### src/rtl/stream_demux_1to2.sv
// Registered 1-to-2 valid/ready stream demultiplexer with packet-level route locking.
// Optional delivered-beat counters are built when STREAM_DEMUX_COUNT_EN is defined.
module stream_demux_1to2 #(
    parameter int WIDTH = 32
) (
    input  logic             clk,
    input  logic             rst_n,
    input  logic             in_valid,
    output logic             in_ready,
    input  logic [WIDTH-1:0] in_data,
    input  logic             in_sel,
    input  logic             in_last,
    output logic             out0_valid,
    input  logic             out0_ready,
    output logic [WIDTH-1:0] out0_data,
    output logic             out0_last,
    output logic [15:0]      out0_count,
    output logic             out1_valid,
    input  logic             out1_ready,
    output logic [WIDTH-1:0] out1_data,
    output logic             out1_last,
    output logic [15:0]      out1_count
);

    typedef enum logic {
        IDLE   = 1'b0,
        LOCKED = 1'b1
    } state_e;

    state_e           state_q, state_d;
    logic             lock_sel_q, lock_sel_d;
    logic             route;
    logic             in_fire;
    logic             out0_fire, out1_fire;

    logic             out0_valid_q, out0_valid_d;
    logic [WIDTH-1:0] out0_data_q, out0_data_d;
    logic             out0_last_q, out0_last_d;
    logic             out1_valid_q, out1_valid_d;
    logic [WIDTH-1:0] out1_data_q, out1_data_d;
    logic             out1_last_q, out1_last_d;

    assign in_fire   = in_valid && in_ready;
    assign out0_fire = out0_valid_q && out0_ready;
    assign out1_fire = out1_valid_q && out1_ready;

    // NOTE: sequential state uses non-blocking assignments so every flop samples pre-edge values.
    always_ff @(posedge clk or negedge rst_n) begin
        if (!rst_n) begin
            state_q    <= IDLE;
            lock_sel_q <= 1'b0;
        end else begin
            state_q    <= state_d;
            lock_sel_q <= lock_sel_d;
        end
    end

    // NOTE: every always_comb output gets a default first, so no path can infer a latch.
    always_comb begin
        state_d    = state_q;
        lock_sel_d = lock_sel_q;
        unique case (state_q)
            IDLE: begin
                if (in_fire && !in_last) begin
                    state_d    = LOCKED;
                    lock_sel_d = in_sel;
                end
            end
            LOCKED: begin
                if (in_fire && in_last) begin
                    state_d = IDLE;
                end
            end
            default: state_d = IDLE;
        endcase
    end

    // The route follows in_sel only on a packet's first beat; ready looks at the routed output only.
    always_comb begin
        route    = (state_q == LOCKED) ? lock_sel_q : in_sel;
        in_ready = route ? (!out1_valid_q || out1_ready)
                         : (!out0_valid_q || out0_ready);
    end

    always_comb begin
        out0_valid_d = out0_valid_q;
        out0_data_d  = out0_data_q;
        out0_last_d  = out0_last_q;
        out1_valid_d = out1_valid_q;
        out1_data_d  = out1_data_q;
        out1_last_d  = out1_last_q;

        // A load wins over a drain, so a same-cycle load and drain keeps valid high.
        if (in_fire && !route) begin
            out0_valid_d = 1'b1;
            out0_data_d  = in_data;
            out0_last_d  = in_last;
        end else if (out0_fire) begin
            out0_valid_d = 1'b0;
        end

        if (in_fire && route) begin
            out1_valid_d = 1'b1;
            out1_data_d  = in_data;
            out1_last_d  = in_last;
        end else if (out1_fire) begin
            out1_valid_d = 1'b0;
        end
    end

    always_ff @(posedge clk or negedge rst_n) begin
        if (!rst_n) begin
            out0_valid_q <= 1'b0;
            out0_data_q  <= '0;
            out0_last_q  <= 1'b0;
            out1_valid_q <= 1'b0;
            out1_data_q  <= '0;
            out1_last_q  <= 1'b0;
        end else begin
            out0_valid_q <= out0_valid_d;
            out0_data_q  <= out0_data_d;
            out0_last_q  <= out0_last_d;
            out1_valid_q <= out1_valid_d;
            out1_data_q  <= out1_data_d;
            out1_last_q  <= out1_last_d;
        end
    end

    assign out0_valid = out0_valid_q;
    assign out0_data  = out0_data_q;
    assign out0_last  = out0_last_q;
    assign out1_valid = out1_valid_q;
    assign out1_data  = out1_data_q;
    assign out1_last  = out1_last_q;

`ifdef STREAM_DEMUX_COUNT_EN
    logic [15:0] out0_count_q, out0_count_d;
    logic [15:0] out1_count_q, out1_count_d;

    // Counters saturate rather than wrap.
    always_comb begin
        out0_count_d = out0_count_q;
        out1_count_d = out1_count_q;
        if (out0_fire && (out0_count_q != 16'hFFFF)) out0_count_d = out0_count_q + 16'd1;
        if (out1_fire && (out1_count_q != 16'hFFFF)) out1_count_d = out1_count_q + 16'd1;
    end

    always_ff @(posedge clk or negedge rst_n) begin
        if (!rst_n) begin
            out0_count_q <= 16'h0000;
            out1_count_q <= 16'h0000;
        end else begin
            out0_count_q <= out0_count_d;
            out1_count_q <= out1_count_d;
        end
    end

    assign out0_count = out0_count_q;
    assign out1_count = out1_count_q;
`else
    assign out0_count = 16'h0000;
    assign out1_count = 16'h0000;
`endif

endmodule
### config.mk
export PLATFORM = sky130hd
export DESIGN_NAME = stream_demux_1to2
export DESIGN_NICKNAME = d
export VERILOG_FILES = /design/src/rtl/stream_demux_1to2.sv
export SDC_FILE = /design/constraint.sdc
export NUM_CORES = 1
export LEC_CHECK = 0
export CAP_MARGIN = 30
export CORE_MARGIN = 4
export CORE_UTILIZATION = 40
export DETAILED_ROUTE_END_ITERATION = 8
export PLACE_DENSITY = 0.77
export SYNTH_ARGS = -nofsm -noshare
export SYNTH_HDL_FRONTEND = slang
export SYNTH_SLANG_ARGS = --single-unit
### constraint.sdc
create_clock -name clk -period 2 [get_ports clk]
set_clock_uncertainty 0.2 [all_clocks]
set_input_delay 0.4 -clock clk [delete_from_list [all_inputs] [get_ports clk]]
set_output_delay 0.4 -clock clk [all_outputs]
set_load 0.005 [all_outputs]
### Word-level counts from Yosys, hierarchy flattened

Index checks and enable logic that the tools add are counted.

* add/subtract/negate cells: 0
* multiply operators: 0
* divide/modulo/power cells: 0
* magnitude comparators: 0
* equality and inequality tests: 0
* shift operators: 0
* mux-type cells: 9
* bitwise gates (word level): 1
* reductions and logical operators: 16

Operator list (count)
* $mux W1: 8
* $logic_and A1 B1 Y1: 7
* $logic_not A1 Y1: 4
* $reduce_bool A2 Y1: 2
* $logic_or A1 B1 Y1: 2
* $pmux W1 S2: 1
* $reduce_and A2 Y1: 1
* $not A1 Y1: 1

* register bits after elaboration: 70
* latch bits: 0
* bits in writable memories: 0
* bits in read-only memories: 0
* input bits: 39
* output and inout bits: 101
* logic and storage cells: 34
* memories: 0

### Logic depth before layout (Yosys ltp)

* word-level depth: 7
* mapped depth: 6
* mapped depth without buffers: 4

### Worst setup path before layout

Ideal clock, no wire load.

* kind: register to register
* start point: register (tool-made name)
* end point: register lock_sel_q
* data arrival time: 1.436 ns
* path slack: 0.239 ns
* stages on the path, launching flop included: 6
* path buffers: 1
* cell sequence: dfrtp_1 mux2i_1 nand3b_1 buf_6 a211oi_1 mux2_2

RTL lines
* end signal: assignment: RTL line 54 `lock_sel_q <= lock_sel_d;`
* end: declaration: RTL line 31 `logic lock_sel_q, lock_sel_d;`

==> impl_summary.md <==
Critical path
STA classifies the critical path endpoint as a primary output. The maximum net fanout on the critical path is 2. The cell family with the largest share of critical-path delay is multiplexers.

The arrival time at the worst endpoint is approximately 1.4 ns. The critical path is of the flip-flop to primary output type. The peak per-stage delay on the critical path is 0.38 ns. For this design, the slowest cell found on the critical path is sky130_fd_sc_hd__dfrtp_1. Data on the critical path is required at its endpoint by 1.40 ns. The setup slack on the worst flop-to-flop path is 0.09 ns.

Together, buffers and inverters on the worst path number 1. The kind of start point of the critical path is a flip-flop. The worst reg2reg path endpoint is out1_data[14]$_DFFE_PN0P_. The critical path goes through mux2i_2, mux2_4, buf_6.

The depth of the most critical reg-to-reg path is 5. The critical path depth in cells is 3.

Global route
The number of global-route vias before repair is 1902. The total global routing overflow is 0. The first global-routing pass estimated 9270 um of wire. In the global route stage, overall resource usage came out at 13.8%.

The number of antenna violations at the first check in global routing is 0. Entering global routing, the biggest net connects 71 pins.

Synth
The share of flip-flops with an asynchronous set or reset after synthesis is 100%. By area the synthesized netlist is led by sky130_fd_sc_hd__dfrtp_1, sky130_fd_sc_hd__mux2_2, sky130_fd_sc_hd__buf_4. After technology mapping, the gate count stands at around 190. The most numerous cell in the Yosys netlist is sky130_fd_sc_hd__dfrtp_1. The proportion of synthesized chip area in sequential cells is 60.8%. The synthesized netlist contains 14 unique library cells. The most used flip-flop cell after synthesis is sky130_fd_sc_hd__dfrtp_1. The number of enable-type register cells in the synthesized netlist is 0. The share of synthesized area in the top cell type comes to 60.8%.

During synthesis, Yosys emitted a total of 0 warnings. A synthesized cell averages 15.3 sq um. The number of synthesized register bits is 70. After synthesis the cells add up to 0.00288 sq mm.

The commonest cells after synthesis are sky130_fd_sc_hd__dfrtp_1, sky130_fd_sc_hd__mux2_2, sky130_fd_sc_hd__buf_4. Of all cell types, the one taking the most synthesized area is sky130_fd_sc_hd__dfrtp_1.

CTS
Clock latency on the worst-skew pair, taken at its later pin, is 0.32 ns. The clock tree buffer depth is 2. The clock-pin transition on the worst setup and hold timing paths is 0.07 ns. The number of levels the H-tree was split into is 3. The number of buffers created by CTS is 9.

In this run the clock root is driven by a sky130_fd_sc_hd__clkbuf_8. The CTS sink count is 70. TritonCTS built the clock tree.

Timing
The final worst-path setup slack is -0.00355 ns. The max-slew violation count is 0. The routed design could run at a clock period as short as ~2.0 ns.

The count of endpoints failing hold in the final timing report is 0. Of the available clock period, the critical path in the final layout requires 100%. The final setup violation count is 1. The highest attainable clock frequency is roughly 0.50 GHz. Setup repair after global routing could not meet its margin everywhere.

Floorplan
The floorplan step set the die height to 92.8 um. The number of placed I/O pins is 140. The starting density of the core is 41.7%.

In this run the horizontal extent of the chip is between 90 and 100 um. The floorplan step defined a die boundary enclosing 0.00862 sq mm. In this run the standard cell core region covers approximately 0.0069 sq mm.

The count of standard-cell rows is 30.

Power
The internal power of the cells totals 4810 uW. The clock network fraction of total power is 18.9%. The combinational share of power is 42.6%. The power density over the cells is ~1500 mW/mm^2. Summed over all cells, the static leakage comes to roughly 0.0018 uW. The total design power is around 6500 uW. Of the total power, the share spent switching nets is roughly a quarter. The worst voltage drop across the vdd grid is approximately 0.0008 V.

The net switching component of the power is 1640 uW. The part of the total power dissipated in sequential elements is approximately two fifths.

Place
OpenSTA, run right after detailed placement, puts the worst setup slack at -0.446 ns. The count of input and output buffers is 107. The final weighted congestion of routability-driven global placement is 0.708. Detailed placement finished with a half-perimeter wire length of around 4400 um.

Detailed routing
The violation count after the first detailed-routing iteration is 49. The number of DRC violations after detailed routing is 0. The final antenna-violating net count is 0.

The iteration count of the initial detailed-routing pass is 3. In the final routed layout, each cell accounts on average for about 15 um. The final layout contains routed wiring with a total length of 5940 um. The mean number of vias per cell is 4.34. The number of vias in the routed layout is 1776.

Hold path
In this run the most critical hold path is launched from in_sel. The path with the worst hold slack has its endpoint at lock_sel_q$_DFFE_PN0P_. The worst hold path passes through 2 cells. The tightest min-delay check is of the primary input to flip-flop type.

Status
The run finished, with violations left. The final reports fail on setup timing.

Cells and area
The post-route netlist has 30.7% of its cells at a drive strength greater than 1. The layout-stage area growth over the synthesis result is 46.1%. The antenna diode count is 0. The net count of the finished layout is between 300 and 400.

Flow run
Max-cap violations in this run came to 0.
==> layer usage <==
layer,share of wire (%),GRT usage [%],vias to the layer above
met1,40,15.8,866
li1,-,-,825
met4,0.91,5.13,0
met5,0,0,-
met3,8.5,4.79,7
met2,50,23.8,78
==> flip-flops by register name (all words and copies together) (netlist names), named ones only <==
signal	count
out1_data	32
out1_valid	1
out1_last	1
lock_sel_q	1
out0_data	32
out0_last	1
out0_valid	1
==> logic make-up after synthesis <==
family / after synthesis / synth area share [%]
multiplexers: 69 / 26.9
AO/OA/AOI/OAI: 3 / 0.739
buffers and inverters: 39 / 10.0
flip-flops: 70 / 60.8
AND/OR/NAND/NOR: 6 / 1.30
other: 1 / 0.130
==> timing repair <==
| item | CTS | global route |
|---|---|---|
| hold buffers | 1 | 0 |
| cloned | 0 | 0 |
| endpoints found under the setup margin | 1 | 1 |
| gates resized for setup | 5 | 3 |
| setup buffers | 1 | 0 |
| pin swaps | 0 | 0 |
| hold endpoints to repair | 70 | 0 |
==> metrics by stage <==
| stage | cell area (sq um) | setup TNS [ns] | utilization [%] | hold slack (ns) | cells |
|---|---|---|---|---|---|
| final | 4210 | -0.00355 | 60.9 | 0.299 | 409 |
| after global routing | 4210 | -0.0926 | 60.9 | 0.317 | 409 |
| after CTS | 4190 | -0.0505 | 60.7 | 0.259 | 409 |
| after detailed placement | 3970 | -17.10 | 57.4 | 0.254 | 391 |
| after global placement | 3970 | -16.00 | 57.4 | 0.253 | 391 |
| after floorplan | 3000 | 0 | - | -0.0956 | 219 |
==> layout by cell type, fill, tap and decap left out <==
cell type	instances
sky130_fd_sc_hd__nand2_1	2
sky130_fd_sc_hd__bufinv_16	2
sky130_fd_sc_hd__buf_12	1
sky130_fd_sc_hd__mux2_4	1
sky130_fd_sc_hd__clkbuf_1	2
sky130_fd_sc_hd__dlygate4sd2_1	1
sky130_fd_sc_hd__conb_1	32
sky130_fd_sc_hd__clkinv_2	2
sky130_fd_sc_hd__a211oi_1	1
sky130_fd_sc_hd__buf_2	1
sky130_fd_sc_hd__nand3b_1	1
sky130_fd_sc_hd__mux2_2	67
sky130_fd_sc_hd__a31o_2	1
sky130_fd_sc_hd__nand3_2	1
sky130_fd_sc_hd__dlygate4sd3_1	1
sky130_fd_sc_hd__clkbuf_8	10
sky130_fd_sc_hd__mux2i_2	1
sky130_fd_sc_hd__dfrtp_1	70
sky130_fd_sc_hd__buf_4	8
sky130_fd_sc_hd__clkdlybuf4s50_1	104
sky130_fd_sc_hd__a21oi_1	1
sky130_fd_sc_hd__nand2b_1	2
sky130_fd_sc_hd__buf_6	1
==> final cells by class <==
cell class              count  area (sq um)
multi-input cells         110           962
repair buffers            117          1160
clock buffers              12           145
clock inverters             4          70.1
fillers                   579          2700
flip-flops and latches     70          1750
well taps                  96           120
==> worst max path at each step <==
| stage | from | end | slack (ns) |
|---|---|---|---|
| after floorplan | flip-flop | lock_sel_q$_DFFE_PN0P_ | 0.24 |
| after global placement | in_sel | in_ready | -0.43 |
| final | flip-flop | in_ready | -0.004 |
| after global routing | flip-flop | in_ready | -0.06 |
| after CTS | flip-flop | in_ready | -0.05 |
| after detailed placement | in_sel | in_ready | -0.45 |
==> power groups by stage <==
stage,Combinational [uW],Sequential [uW],Clock (uW)
after global placement,2720,2480,0
final,2750,2490,1220
after global routing,2930,2580,1320
after detailed placement,2760,2520,0
after CTS,2780,2490,1270
after floorplan,994,2550,0
(Power assumes the default switching activity.)
